===== src/rtl/mm_pkg.sv =====
// Shared types and sizing for the matrix-multiply datapath.
// The loader and the multiply core both import this package.
package mm_pkg;

    localparam int DATA_WIDTH    = 32;
    localparam int MAT_DIM_WIDTH = 6;
    localparam int MAT_DIM_SIZE  = 2**MAT_DIM_WIDTH;
    localparam int ADDR_WIDTH    = MAT_DIM_WIDTH*2;
    localparam int MAT_SIZE      = 2**ADDR_WIDTH;

    typedef logic [DATA_WIDTH-1:0] data_t;
    typedef logic [ADDR_WIDTH-1:0] addr_t;

    typedef enum logic [1:0] {
        S_LOAD_X = 2'd0,
        S_LOAD_Y = 2'd1,
        S_START  = 2'd2,
        S_WAIT   = 2'd3
    } state_t;

endpackage


===== src/rtl/mat_loader.sv =====
// Streams one X matrix then one Y matrix into their BRAMs, kicks the
// multiply core, and waits for it to finish before taking the next pair.
module mat_loader #(
    parameter int DATA_WIDTH    = mm_pkg::DATA_WIDTH,
    parameter int MAT_DIM_WIDTH = mm_pkg::MAT_DIM_WIDTH
) (
    input  logic                           clk,
    input  logic                           rst,
    input  logic                           in_valid,
    input  logic [DATA_WIDTH-1:0]          in_data,
    output logic                           in_ready,
    output logic                           x_we,
    output logic [MAT_DIM_WIDTH*2-1:0]     x_addr,
    output logic [DATA_WIDTH-1:0]          x_w_data,
    output logic                           y_we,
    output logic [MAT_DIM_WIDTH*2-1:0]     y_addr,
    output logic [DATA_WIDTH-1:0]          y_w_data,
    output logic                           mm_strt,
    input  logic                           mm_done,
    output logic                           busy,
    output logic [15:0]                    pair_cnt
);

    localparam int ADDR_WIDTH = MAT_DIM_WIDTH*2;
    localparam int MAT_SIZE   = 2**ADDR_WIDTH;

    import mm_pkg::*;

    localparam logic [ADDR_WIDTH-1:0] LAST_ADDR = ADDR_WIDTH'(MAT_SIZE-1);

    state_t                  r_state,    w_state;
    logic [ADDR_WIDTH-1:0]   r_cnt,      w_cnt;
    logic                    r_in_ready, w_in_ready;
    logic                    r_x_we,     w_x_we;
    logic [ADDR_WIDTH-1:0]   r_x_addr,   w_x_addr;
    logic [DATA_WIDTH-1:0]   r_x_w_data, w_x_w_data;
    logic                    r_y_we,     w_y_we;
    logic [ADDR_WIDTH-1:0]   r_y_addr,   w_y_addr;
    logic [DATA_WIDTH-1:0]   r_y_w_data, w_y_w_data;
    logic                    r_mm_strt,  w_mm_strt;
    logic                    r_busy,     w_busy;
    logic [15:0]             r_pair_cnt, w_pair_cnt;
    logic                    w_xfer;

    assign w_xfer   = in_valid && r_in_ready;

    assign in_ready = r_in_ready;
    assign x_we     = r_x_we;
    assign x_addr   = r_x_addr;
    assign x_w_data = r_x_w_data;
    assign y_we     = r_y_we;
    assign y_addr   = r_y_addr;
    assign y_w_data = r_y_w_data;
    assign mm_strt  = r_mm_strt;
    assign busy     = r_busy;
    assign pair_cnt = r_pair_cnt;

    always_comb begin
        w_state    = r_state;
        w_cnt      = r_cnt;
        w_in_ready = r_in_ready;
        w_x_we     = 1'b0;
        w_x_addr   = r_x_addr;
        w_x_w_data = '0;
        w_y_we     = 1'b0;
        w_y_addr   = r_y_addr;
        w_y_w_data = '0;
        w_mm_strt  = 1'b0;
        w_busy     = r_busy;
        w_pair_cnt = r_pair_cnt;

        case (r_state)
            S_LOAD_X: begin
                w_in_ready = 1'b1;
                if (w_xfer) begin
                    w_x_we     = 1'b1;
                    w_x_addr   = r_cnt;
                    w_x_w_data = in_data;
                    if (r_cnt == LAST_ADDR) begin
                        w_cnt   = '0;
                        w_state = S_LOAD_Y;
                    end else begin
                        w_cnt = r_cnt + 1'b1;
                    end
                end
            end
            S_LOAD_Y: begin
                w_in_ready = 1'b1;
                if (w_xfer) begin
                    w_y_we     = 1'b1;
                    w_y_addr   = r_cnt;
                    w_y_w_data = in_data;
                    if (r_cnt == LAST_ADDR) begin
                        // Stop accepting on the same edge the last Y word lands.
                        w_cnt      = '0;
                        w_in_ready = 1'b0;
                        w_state    = S_START;
                    end else begin
                        w_cnt = r_cnt + 1'b1;
                    end
                end
            end
            S_START: begin
                w_in_ready = 1'b0;
                w_mm_strt  = 1'b1;
                w_busy     = 1'b1;
                w_state    = S_WAIT;
            end
            S_WAIT: begin
                w_in_ready = 1'b0;
                // A done coincident with our own start pulse cannot belong to this pair.
                if (mm_done && !r_mm_strt) begin
                    w_busy     = 1'b0;
                    w_pair_cnt = r_pair_cnt + 16'd1;
                    w_in_ready = 1'b1;
                    w_state    = S_LOAD_X;
                end
            end
            default: begin
                w_state    = S_LOAD_X;
                w_cnt      = '0;
                w_in_ready = 1'b0;
                w_x_w_data = 'x;
                w_y_w_data = 'x;
            end
        endcase
    end

    always_ff @(posedge clk or negedge rst) begin
        if (!rst) begin
            r_state    <= S_LOAD_X;
            r_cnt      <= '0;
            r_in_ready <= 1'b0;
            r_x_we     <= 1'b0;
            r_x_addr   <= '0;
            r_x_w_data <= '0;
            r_y_we     <= 1'b0;
            r_y_addr   <= '0;
            r_y_w_data <= '0;
            r_mm_strt  <= 1'b0;
            r_busy     <= 1'b0;
            r_pair_cnt <= '0;
        end else begin
            r_state    <= w_state;
            r_cnt      <= w_cnt;
            r_in_ready <= w_in_ready;
            r_x_we     <= w_x_we;
            r_x_addr   <= w_x_addr;
            r_x_w_data <= w_x_w_data;
            r_y_we     <= w_y_we;
            r_y_addr   <= w_y_addr;
            r_y_w_data <= w_y_w_data;
            r_mm_strt  <= w_mm_strt;
            r_busy     <= w_busy;
            r_pair_cnt <= w_pair_cnt;
        end
    end

endmodule


===== config.mk =====
export PLATFORM = sky130hd
export DESIGN_NAME = mat_loader
export DESIGN_NICKNAME = d
export VERILOG_FILES = /design/src/rtl/mm_pkg.sv /design/src/rtl/mat_loader.sv
export SDC_FILE = /design/constraint.sdc
export NUM_CORES = 1
export LEC_CHECK = 0
export ABC_AREA = 1
export BUFFER_PORTS_ARGS = -buffer_cell sky130_fd_sc_hd__buf_4
export CORE_MARGIN = 2
export CORE_UTILIZATION = 55
export CTS_CLUSTER_SIZE = 30
export DETAILED_ROUTE_END_ITERATION = 8
export PLACE_DENSITY_LB_ADDON = 0.12
export SYNTH_ARGS = -nofsm -noshare
export SYNTH_HDL_FRONTEND = slang
export SYNTH_SLANG_ARGS = --single-unit

===== constraint.sdc =====
create_clock -name clk -period 3.19 [get_ports clk]
set_input_delay 0.638 -clock clk [delete_from_list [all_inputs] [get_ports clk]]
set_output_delay 0.638 -clock clk [all_outputs]
set_load 0.005 [all_outputs]

==> results of run 1 <==
==> area by class of cell <==
cell class	instances	area, sq um
flip-flops and latches	123	3080
inverters	72	270
fillers	604	2070
well taps	108	135
clock inverters	13	144
repair buffers	145	1100
clock buffers	18	428
multi-input cells	296	1460
==> worst register-to-register path: cells and delay by family (launching register included) <==
kind	cells	cell delay, ns
AO/OA/AOI/OAI	1	0.27
adder cells (fa/ha/maj)	1	0.21
buffers and inverters	3	0.84
flip-flops	1	0.39
AND/OR/NAND/NOR	1	0.06
==> metrics by stage <==
step | utilization (%) | instances | total power [mW] | setup slack (ns)
5_1_grt | 76.2 | 775 | 4.39 | 1.09
6_report | 76.2 | 775 | 4.22 | 1.25
2_1_floorplan | - | 506 | 2.11 | 1.82
4_1_cts | 76.2 | 775 | 4.26 | 1.24
3_3_place_gp | 69.6 | 744 | 2.39 | 1.26
3_5_place_dp | 69.6 | 744 | 2.42 | 1.19
==> report_power, final <==
part           internal, mW  switching, mW
Sequential             1.71          0.108
Combinational         0.247          0.333
Clock                  1.13          0.691
Total                  3.09           1.13
==> cells by family after synthesis <==
group,Yosys count,share of synthesized area [%]
AOI/OAI and AO/OA,40,4.08
adders and majority gates,6,1.53
buffers and inverters,87,7.57
and+or+nand+nor,237,21.8
DFF,123,62.7
xor gates and xnor gates,13,2.32
==> state kept, by name, indices dropped and copies added, names as in the netlist <==
signal    count
x_w_data     32
mm_strt       1
x_we          1
x_addr       12
in_ready      1
r_cnt        12
pair_cnt     16
busy          1
y_w_data     32
r_state       2
y_we          1
y_addr       12
==> how the worst min path moves through the flow <==
| stage | from | end | cells after the start |
|---|---|---|---|
| after floorplan | rst | busy | 0 |
| after global placement | x_addr[7] | x_addr[7] | 2 |
| after detailed placement | y_addr[7] | y_addr[7] | 2 |
| after CTS | rst | y_w_data[26] | 1 |
| after global routing | rst | x_w_data[26] | 1 |
| final | rst | y_w_data[26] | 1 |
==> cell usage after synthesis, drive strengths merged <==
cell    count
dfrtp     123
nor2      106
nand2     104
inv        72
o21ai      37
nand3      19
buf        14
xor2       10
nand4       7
ha          6
a21oi       3
xnor2       3
clkbuf      1
nor3        1
==> per-layer routing <==
layer / up-vias / track usage [%] / wire (microns)
met2: 141 / 40.7 / 5810
li1: 1833 / - / -
met3: 7 / 6.17 / 708
met4: 0 / 5.37 / 59
met1: 1812 / 32.1 / 4720
met5: - / 0 / 0
==> metrics, run 1 <==
status=complete, no violations; maximum operating frequency=0.515 GHz; fin crit share=60.8%; critical path cell sequence=inv_1 -> ha_1 -> inv_1 -> nor2_2 -> inv_2 -> o21ai_0; CP Capture Type=flop; CTS tree=yes; die area=9690 sq um; DP Area=6040 sq um; reg-to-reg slack, setup=1.25 ns; CP top delay family=buffers and inverters; Critical Path Most Common Cell=inv_1; Die Wd=98.4 microns; Fin. Hold Viols=0; total number of vias=3793; ranking of synthesized cells by area=dfrtp_1 63%, nand2_1 7.2%, nor2_1 7.0%, inv_1 5.4%, o21ai_0 2.0%; # IOs=145; CP Class=reg -> reg; post-route setup TNS=0 ns; slowest stage delay, CP=0.66 ns; Slew @ Worst Pin=0.946 ns; GRT Total Usage=24.1%; most frequent cells in the layout=144 x buf_4, 123 x dfrtp_1, 94 x nand2_1, 92 x nor2_1, 70 x inv_1; dpl hpwl=7610 microns; final hold slack=0.153 ns; antenna viol nets, final=0; initial detailed-routing violation count=192; syn_nets=548; hold_buf cts=0; Max clock buf depth=2; hold crit path type=in -> async; worst path arrival time=2.26 ns; vias per inst=4.89; CP startpoint=r_state[0]; worst-path fanout max=56; Cell Area, Synth=4910 sq um; area share of the largest cell type after synthesis=62.7%; Slowest cell on crit path=inv_2; Root Buffer=clkbuf_8; Worst R2R Path Depth=6; RR Startpoint=r_state[0]; Routed WL=11300 microns; final instance area=6610 sq um; Congestion Overflow GR=0; Worst R2R End=x_addr[9]; largest net degree at the start of global routing=73; pwr dens=639 nW/um^2; biggest area consumer among synthesized cells=dfrtp_1; required time worst endpoint=3.51 ns; # diodes=0; CP Buf/Inv Count=3; share of cells above drive strength 1=30.7%; syn avg cell area=9.70 sq um; Worst path depth=6; clock net sink count=123; Core Area=8680 sq um; Seq cells post-synth=123; Max Slew Vio Count=0; Clk Latency, worst-skew pair=0.50 ns; Clock transition at path regs=0.07 ns; DRC=0; # Post-CTS Setup Buffers=0; register area share after synthesis=62.7%; Leak Pwr=3.64 nW; nature of the critical path startpoint=flop; H-tree Lvls=4; initial antenna violation count=0; Final #Nets=697; post-cts resize count=0; clock skew=0.00975 ns; detailed-route wire length per cell=14.6 microns; Synth cell types=25; commonest non-fill, non-tap cell in the layout=buf_4; Setup-failing EPs final=0; post-synthesis cell count=506; Syn-to-layout area delta=34.8%; Synth warnings=0; vias in the first global route=3719; VDD IR max=0.418 mV; initial core utilization=56.5%; first-pass GRT wire length=18400 microns; Pre-antenna DRT Iters=4; RSZ-0062 raised after global routing=no; Relative slew margins=36.8%; CTS Buf Count=17; post-layout min period=1.94 ns; Setup crit end=x_addr[9]; Die Ht=98.4 microns; Cell Rows=34; gp weighted congestion=0.851; IO buf count=144; max-cap violations=0
Note: power is estimated with default switching activity, not from simulation.
==> run 2: changes to the inputs <==
--- a/config.mk
+++ b/config.mk
@@ -8,7 +8,7 @@
 export ABC_AREA = 1
 export BUFFER_PORTS_ARGS = -buffer_cell sky130_fd_sc_hd__buf_4
 export CORE_MARGIN = 2
-export CORE_UTILIZATION = 55
+export CORE_UTILIZATION = 51
 export CTS_CLUSTER_SIZE = 30
 export DETAILED_ROUTE_END_ITERATION = 8
 export PLACE_DENSITY_LB_ADDON = 0.12
==> constraint.sdc (replaced) <==
create_clock -name clk -period 1.8 [get_ports clk]
set_input_delay 0.36 -clock clk [delete_from_list [all_inputs] [get_ports clk]]
set_output_delay 0.36 -clock clk [all_outputs]
set_load 0.005 [all_outputs]
==> metrics, run 2 (synthesis results as in run 1) <==
status=complete, no violations (unchanged); Fin. Hold Viols=0 (unchanged); first-pass GRT wire length=17400 microns (was 18400 microns); Max Slew Vio Count=0 (unchanged); initial antenna violation count=0 (unchanged); Final #Nets=704 (was 697); DP Area=6150 sq um (was 6040 sq um); slowest stage delay, CP=0.42 ns (was 0.66 ns); Setup-failing EPs final=0 (unchanged); RSZ-0062 raised after global routing=no (unchanged); largest net degree at the start of global routing=49 (was 73); VDD IR max=0.598 mV (was 0.418 mV); post-layout min period=1.65 ns (was 1.94 ns); CTS Buf Count=17 (unchanged); clock net sink count=123 (unchanged); Slowest cell on crit path=dfrtp_1 (was inv_2); commonest non-fill, non-tap cell in the layout=buf_4 (unchanged); Die Wd=102 microns (was 98.4 microns); final hold slack=0.0831 ns (was 0.153 ns); total number of vias=3812 (was 3793); Max clock buf depth=2 (unchanged); gp weighted congestion=0.884 (was 0.851); nature of the critical path startpoint=flop (unchanged); Clock transition at path regs=0.06 ns (was 0.07 ns); Die Ht=102 microns (was 98.4 microns); Congestion Overflow GR=0 (unchanged); CP Capture Type=flop (unchanged); Pre-antenna DRT Iters=4 (unchanged); Relative slew margins=66.8% (was 36.8%); worst-path fanout max=15 (was 56); initial core utilization=52.8% (was 56.5%); share of cells above drive strength 1=31.3% (was 30.7%); reg-to-reg slack, setup=0.15 ns (was 1.25 ns); Hold Crit Start=in_data[31]; # Post-CTS Setup Buffers=0 (unchanged); Fill cells=693 (was 604); post-route setup TNS=0 ns (unchanged); maximum operating frequency=0.607 GHz (was 0.515 GHz); vias in the first global route=3671 (was 3719); fin crit share=91.6% (was 60.8%); Critical Path Most Common Cell=nor2_1 (was inv_1); Clk Latency, worst-skew pair=0.52 ns (was 0.50 ns); initial detailed-routing violation count=131 (was 192); vias per inst=4.74 (was 4.89); # IOs=145 (unchanged); CTS tree=yes (unchanged); required time worst endpoint=2.19 ns (was 3.51 ns); # diodes=0 (unchanged); Root Buffer=clkbuf_8 (unchanged); detailed-route wire length per cell=13.6 microns (was 14.6 microns); worst path arrival time=2.04 ns (was 2.26 ns); die area=10400 sq um (was 9690 sq um); Worst R2R Path Depth=7 (was 6); dpl hpwl=7870 microns (was 7610 microns); GRT Total Usage=21.8% (was 24.1%); H-tree Lvls=4 (unchanged); DRC=0 (unchanged); antenna viol nets, final=0 (unchanged); Leak Pwr=3.69 nW (was 3.64 nW); CP Class=reg -> reg (unchanged); final instance area=6760 sq um (was 6610 sq um); Syn-to-layout area delta=37.8% (was 34.8%); max-cap violations=0 (unchanged); Core Area=9280 sq um (was 8680 sq um); Slew @ Worst Pin=0.499 ns (was 0.946 ns); most frequent cells in the layout=147 x buf_4, 123 x dfrtp_1, 94 x nand2_1, 92 x nor2_1, 70 x inv_1 (was 144 x buf_4, 123 x dfrtp_1, 94 x nand2_1, 92 x nor2_1, 70 x inv_1); clock skew=0.00904 ns (was 0.00975 ns); Setup crit end=r_cnt[5] (was x_addr[9]); Routed WL=11000 microns (was 11300 microns); Worst R2R End=r_cnt[5] (was x_addr[9]); hold crit path type=in -> reg (was in -> async); pwr dens=1130 nW/um^2 (was 639 nW/um^2); Cell Rows=35 (was 34); RR Startpoint=r_state[1] (was r_state[0]); IO buf count=144 (unchanged); CP startpoint=r_state[1] (was r_state[0]); critical path cell sequence=inv_1 -> ha_1 -> nor2_1 -> nor2_4 -> nand3_1 -> nor3_1 -> nor2_1 (was inv_1 -> ha_1 -> inv_1 -> nor2_2 -> inv_2 -> o21ai_0)
## run 2: cell count changes in the layout (fill, tap and decap cells not counted), sizes merged
cell         previous run  this run
inv                    75        78
buf                   145       151
clkinv                  7         2
bufinv                  2         3
clkinvlp                1         3
dlygate4sd3             0         1
## run 2: repair_timing
item	4_1_cts	5_1_grt
resized for setup	0	2
hold buffers	1	0
hold endpoints to repair	32	0
endpoints found under the setup margin	0	21
## run 2: stage by stage
step | setup WS (ns) | utilization (%) | total power, mW | cells
5_1_grt | 0.0510 | 72.8 | 8.01 | 804
2_1_floorplan | 0.456 | - | 3.74 | 506
3_3_place_gp | 0.117 | 66.2 | 4.26 | 771
4_1_cts | 0.0462 | 72.8 | 7.74 | 804
6_report | 0.152 | 72.8 | 7.66 | 804
3_5_place_dp | 0.0607 | 66.2 | 4.29 | 771
## run 2: worst min-delay path by stage
| stage | to | slack (ns) | cells past startpoint |
|---|---|---|---|
| after global routing | y_w_data[0] | 0.07 | 3 |
| after global placement | x_w_data[3] | 0.35 | 1 |
| after detailed placement | x_w_data[3] | 0.36 | 1 |
| final | y_w_data[31] | 0.08 | 3 |
| after CTS | y_w_data[24] | 0.06 | 3 |
| after floorplan | busy | 0.06 | 0 |
## run 2: final cells by class
cell class	instances	area, sq um	share of cell area [%]
well taps	129	161	2.39
clock inverters	14	183	2.70
clock buffers	18	418	6.18
inverters	72	273	4.03
repair buffers	152	1190	17.7
multi-input cells	296	1460	21.5
flip-flops and latches	123	3080	45.5
## run 2: critical path: cells and delay by family, from the launching register on
kind / cells / cell delay, ns
buffers and inverters: 1 / 0.09
flip-flops: 1 / 0.42
adder cells (fa/ha/maj): 1 / 0.19
AND/OR/NAND/NOR: 5 / 0.83
## run 2: per-layer routing
metal	vias up	global-route usage (%)	part of all wire, %
met4	0	8.10	1.8
met3	19	6.16	6.2
met1	1817	27.9	43
met2	124	35.8	49
li1	1852	-	-
met5	-	0	0
## run 2: power breakdown
group / leakage, nW / total [mW] / internal [mW] / switching, mW
Combinational: 1.79 / 1.03 / 0.452 / 0.578
Clock: 0.284 / 3.42 / 2.14 / 1.28
Sequential: 1.61 / 3.22 / 3.03 / 0.185
Total: 3.69 / 7.66 / 5.62 / 2.04
==> run 3: changes to the inputs <==
--- a/config.mk
+++ b/config.mk
@@ -8,7 +8,7 @@
 export ABC_AREA = 1
 export BUFFER_PORTS_ARGS = -buffer_cell sky130_fd_sc_hd__buf_4
 export CORE_MARGIN = 2
-export CORE_UTILIZATION = 51
+export CORE_UTILIZATION = 43
 export CTS_CLUSTER_SIZE = 30
 export DETAILED_ROUTE_END_ITERATION = 8
 export PLACE_DENSITY_LB_ADDON = 0.12
==> metrics, run 3 (synthesis results as in run 1) <==
Relative slew margins=70.9% (was 66.8%); commonest non-fill, non-tap cell in the layout=buf_4 (unchanged); Die Wd=111 microns (was 102 microns); Die Ht=111 microns (was 102 microns); most frequent cells in the layout=150 x buf_4, 123 x dfrtp_1, 94 x nand2_1, 92 x nor2_1, 70 x inv_1 (was 147 x buf_4, 123 x dfrtp_1, 94 x nand2_1, 92 x nor2_1, 70 x inv_1); met2 wire length=5150 microns (was 5360 microns); clock net sink count=123 (unchanged); Routed WL=10900 microns (was 11000 microns); initial antenna violation count=0 (unchanged); vias in the first global route=3723 (was 3671); switching share of power=25.2% (was 26.7%); Fin. Hold Viols=0 (unchanged); fin crit share=90.3% (was 91.6%); Max clock buf depth=2 (unchanged); Max Slew Vio Count=0 (unchanged); Syn-to-layout area delta=38.2% (was 37.8%); Core Area=11300 sq um (was 9280 sq um); H-tree Lvls=4 (unchanged); Pre-antenna DRT Iters=4 (unchanged); pwr dens=1130 nW/um^2 (about the same); die area=12300 sq um (was 10400 sq um); first-pass GRT wire length=18200 microns (was 17400 microns); total number of vias=3737 (was 3812); CP startpoint=r_state[1] (unchanged); DR top layer=met4 (unchanged); nature of the critical path startpoint=flop (unchanged); worst path arrival time=1.90 ns (was 2.04 ns); sequential power share=42.0% (about the same); Slew @ Worst Pin=0.436 ns (was 0.499 ns); vias per inst=4.56 (was 4.74); Fill cells=973 (was 693); CP Capture Type=flop (unchanged); maximum operating frequency=0.615 GHz (was 0.607 GHz); # diodes=0 (unchanged); Congestion Overflow GR=0 (unchanged); largest net degree at the start of global routing=51 (was 49); pre-CTS setup slack=0.178 ns (was 0.0607 ns); Hold Crit Start=in_data[19] (was in_data[31]); max-cap violations=0 (unchanged); # IOs=145 (unchanged); IO buf count=144 (unchanged); Clock transition at path regs=0.05 ns (was 0.06 ns); post-cts resize count=0 (unchanged); Cell Rows=39 (was 35); gp weighted congestion=0.861 (was 0.884); RSZ-0062 raised after global routing=no (unchanged); post-layout min period=1.63 ns (was 1.65 ns); Pint=5.73 mW (was 5.62 mW); CTS Buf Count=17 (unchanged); Leak Pwr=3.69 nW (about the same); P_sw=1.93 mW (was 2.04 mW); Clock power frac=44.6% (about the same); reg-to-reg slack, setup=0.17 ns (was 0.15 ns); share of cells above drive strength 1=31.2% (was 31.3%); antenna viol nets, final=0 (unchanged); initial detailed-routing violation count=197 (was 131); post-route setup TNS=0 ns (unchanged); Root Buffer=clkbuf_16 (was clkbuf_8); CP Class=reg -> reg (unchanged); VDD IR max=0.491 mV (was 0.598 mV); GRT Total Usage=18.4% (was 21.8%); hold_buf cts=1 (unchanged); CTS tree=yes (unchanged); status=complete, no violations (unchanged); met3 WL=561 microns (was 684 microns); Setup-failing EPs final=0 (unchanged); Met1 Wirelength=5070 microns (was 4730 microns); clock skew=0.0100 ns (was 0.00904 ns); Final Util=60.2% (was 72.8%); dpl hpwl=7930 microns (was 7870 microns); RR Startpoint=r_state[1] (unchanged); DRC=0 (unchanged); initial core utilization=43.5% (was 52.8%); hold crit path type=in -> reg (unchanged); final setup margin=0.174 ns (was 0.152 ns); Comb pwr share=13.4% (about the same); Clk Latency, worst-skew pair=0.40 ns (was 0.52 ns); # Post-CTS Setup Buffers=0 (unchanged); detailed-route wire length per cell=13.3 microns (was 13.6 microns); required time worst endpoint=2.07 ns (was 2.19 ns); Final #Nets=706 (was 704); worst-path fanout max=28 (was 15)
## run 3: worst paths after layout
| path | to | cells after the start |
|---|---|---|
| max | y_w_data[3] | 7 |
| min | y_w_data[19] | 3 |
| max reg2reg | y_w_data[3] | 7 |
| min reg2reg | y_addr[3] | 2 |
| max in group asynchronous | pair_cnt[8] | 3 |
| min in group asynchronous | y_w_data[14] | 2 |
## run 3: per-layer routing
metal / GRT usage (%) / up-vias
met2: 28.4 / 106
met5: 0 / -
met4: 5.83 / 0
li1: - / 1856
met1: 25.2 / 1764
met3: 5.47 / 11
## run 3: cell type report
class	count	area (sq um)	share of cell area (%)
Tap cell	143	179	2.64
Clock inverter	10	141	2.08
Sequential cell	123	3080	45.4
Inverter	72	270	3.99
Clock buffer	21	460	6.79
Multi-Input combinational cell	296	1460	21.5
Timing Repair Buffer	154	1200	17.6
## run 3: stage by stage
step | cells | hold slack, ns | instance area, sq um | power [mW]
6_report | 819 | 0.196 | 6780 | 7.66
3_5_place_dp | 787 | 0.300 | 6170 | 4.30
4_1_cts | 819 | 0.186 | 6780 | 7.74
5_1_grt | 819 | 0.191 | 6780 | 8.04
3_3_place_gp | 787 | 0.296 | 6170 | 4.27
2_1_floorplan | 506 | 0.0644 | 4910 | 3.74
## run 3: worst max-delay path: stages, from the launching register on
cell and delay [ns]:
dfrtp_1 0.39, inv_1 0.09, ha_1 0.21, inv_1 0.07, nor2_2 0.04, inv_2 0.32, buf_4 0.30, nor2_1 0.06
## run 3: power groups by stage
stage                     clock network (mW)  registers, mW  logic, mW
after floorplan                            0           3.25      0.495
after global placement                     0           3.25       1.02
after detailed placement                   0           3.26       1.04
after CTS                               3.48           3.22       1.05
after global routing                    3.65           3.25       1.15
final                                   3.41           3.21       1.03
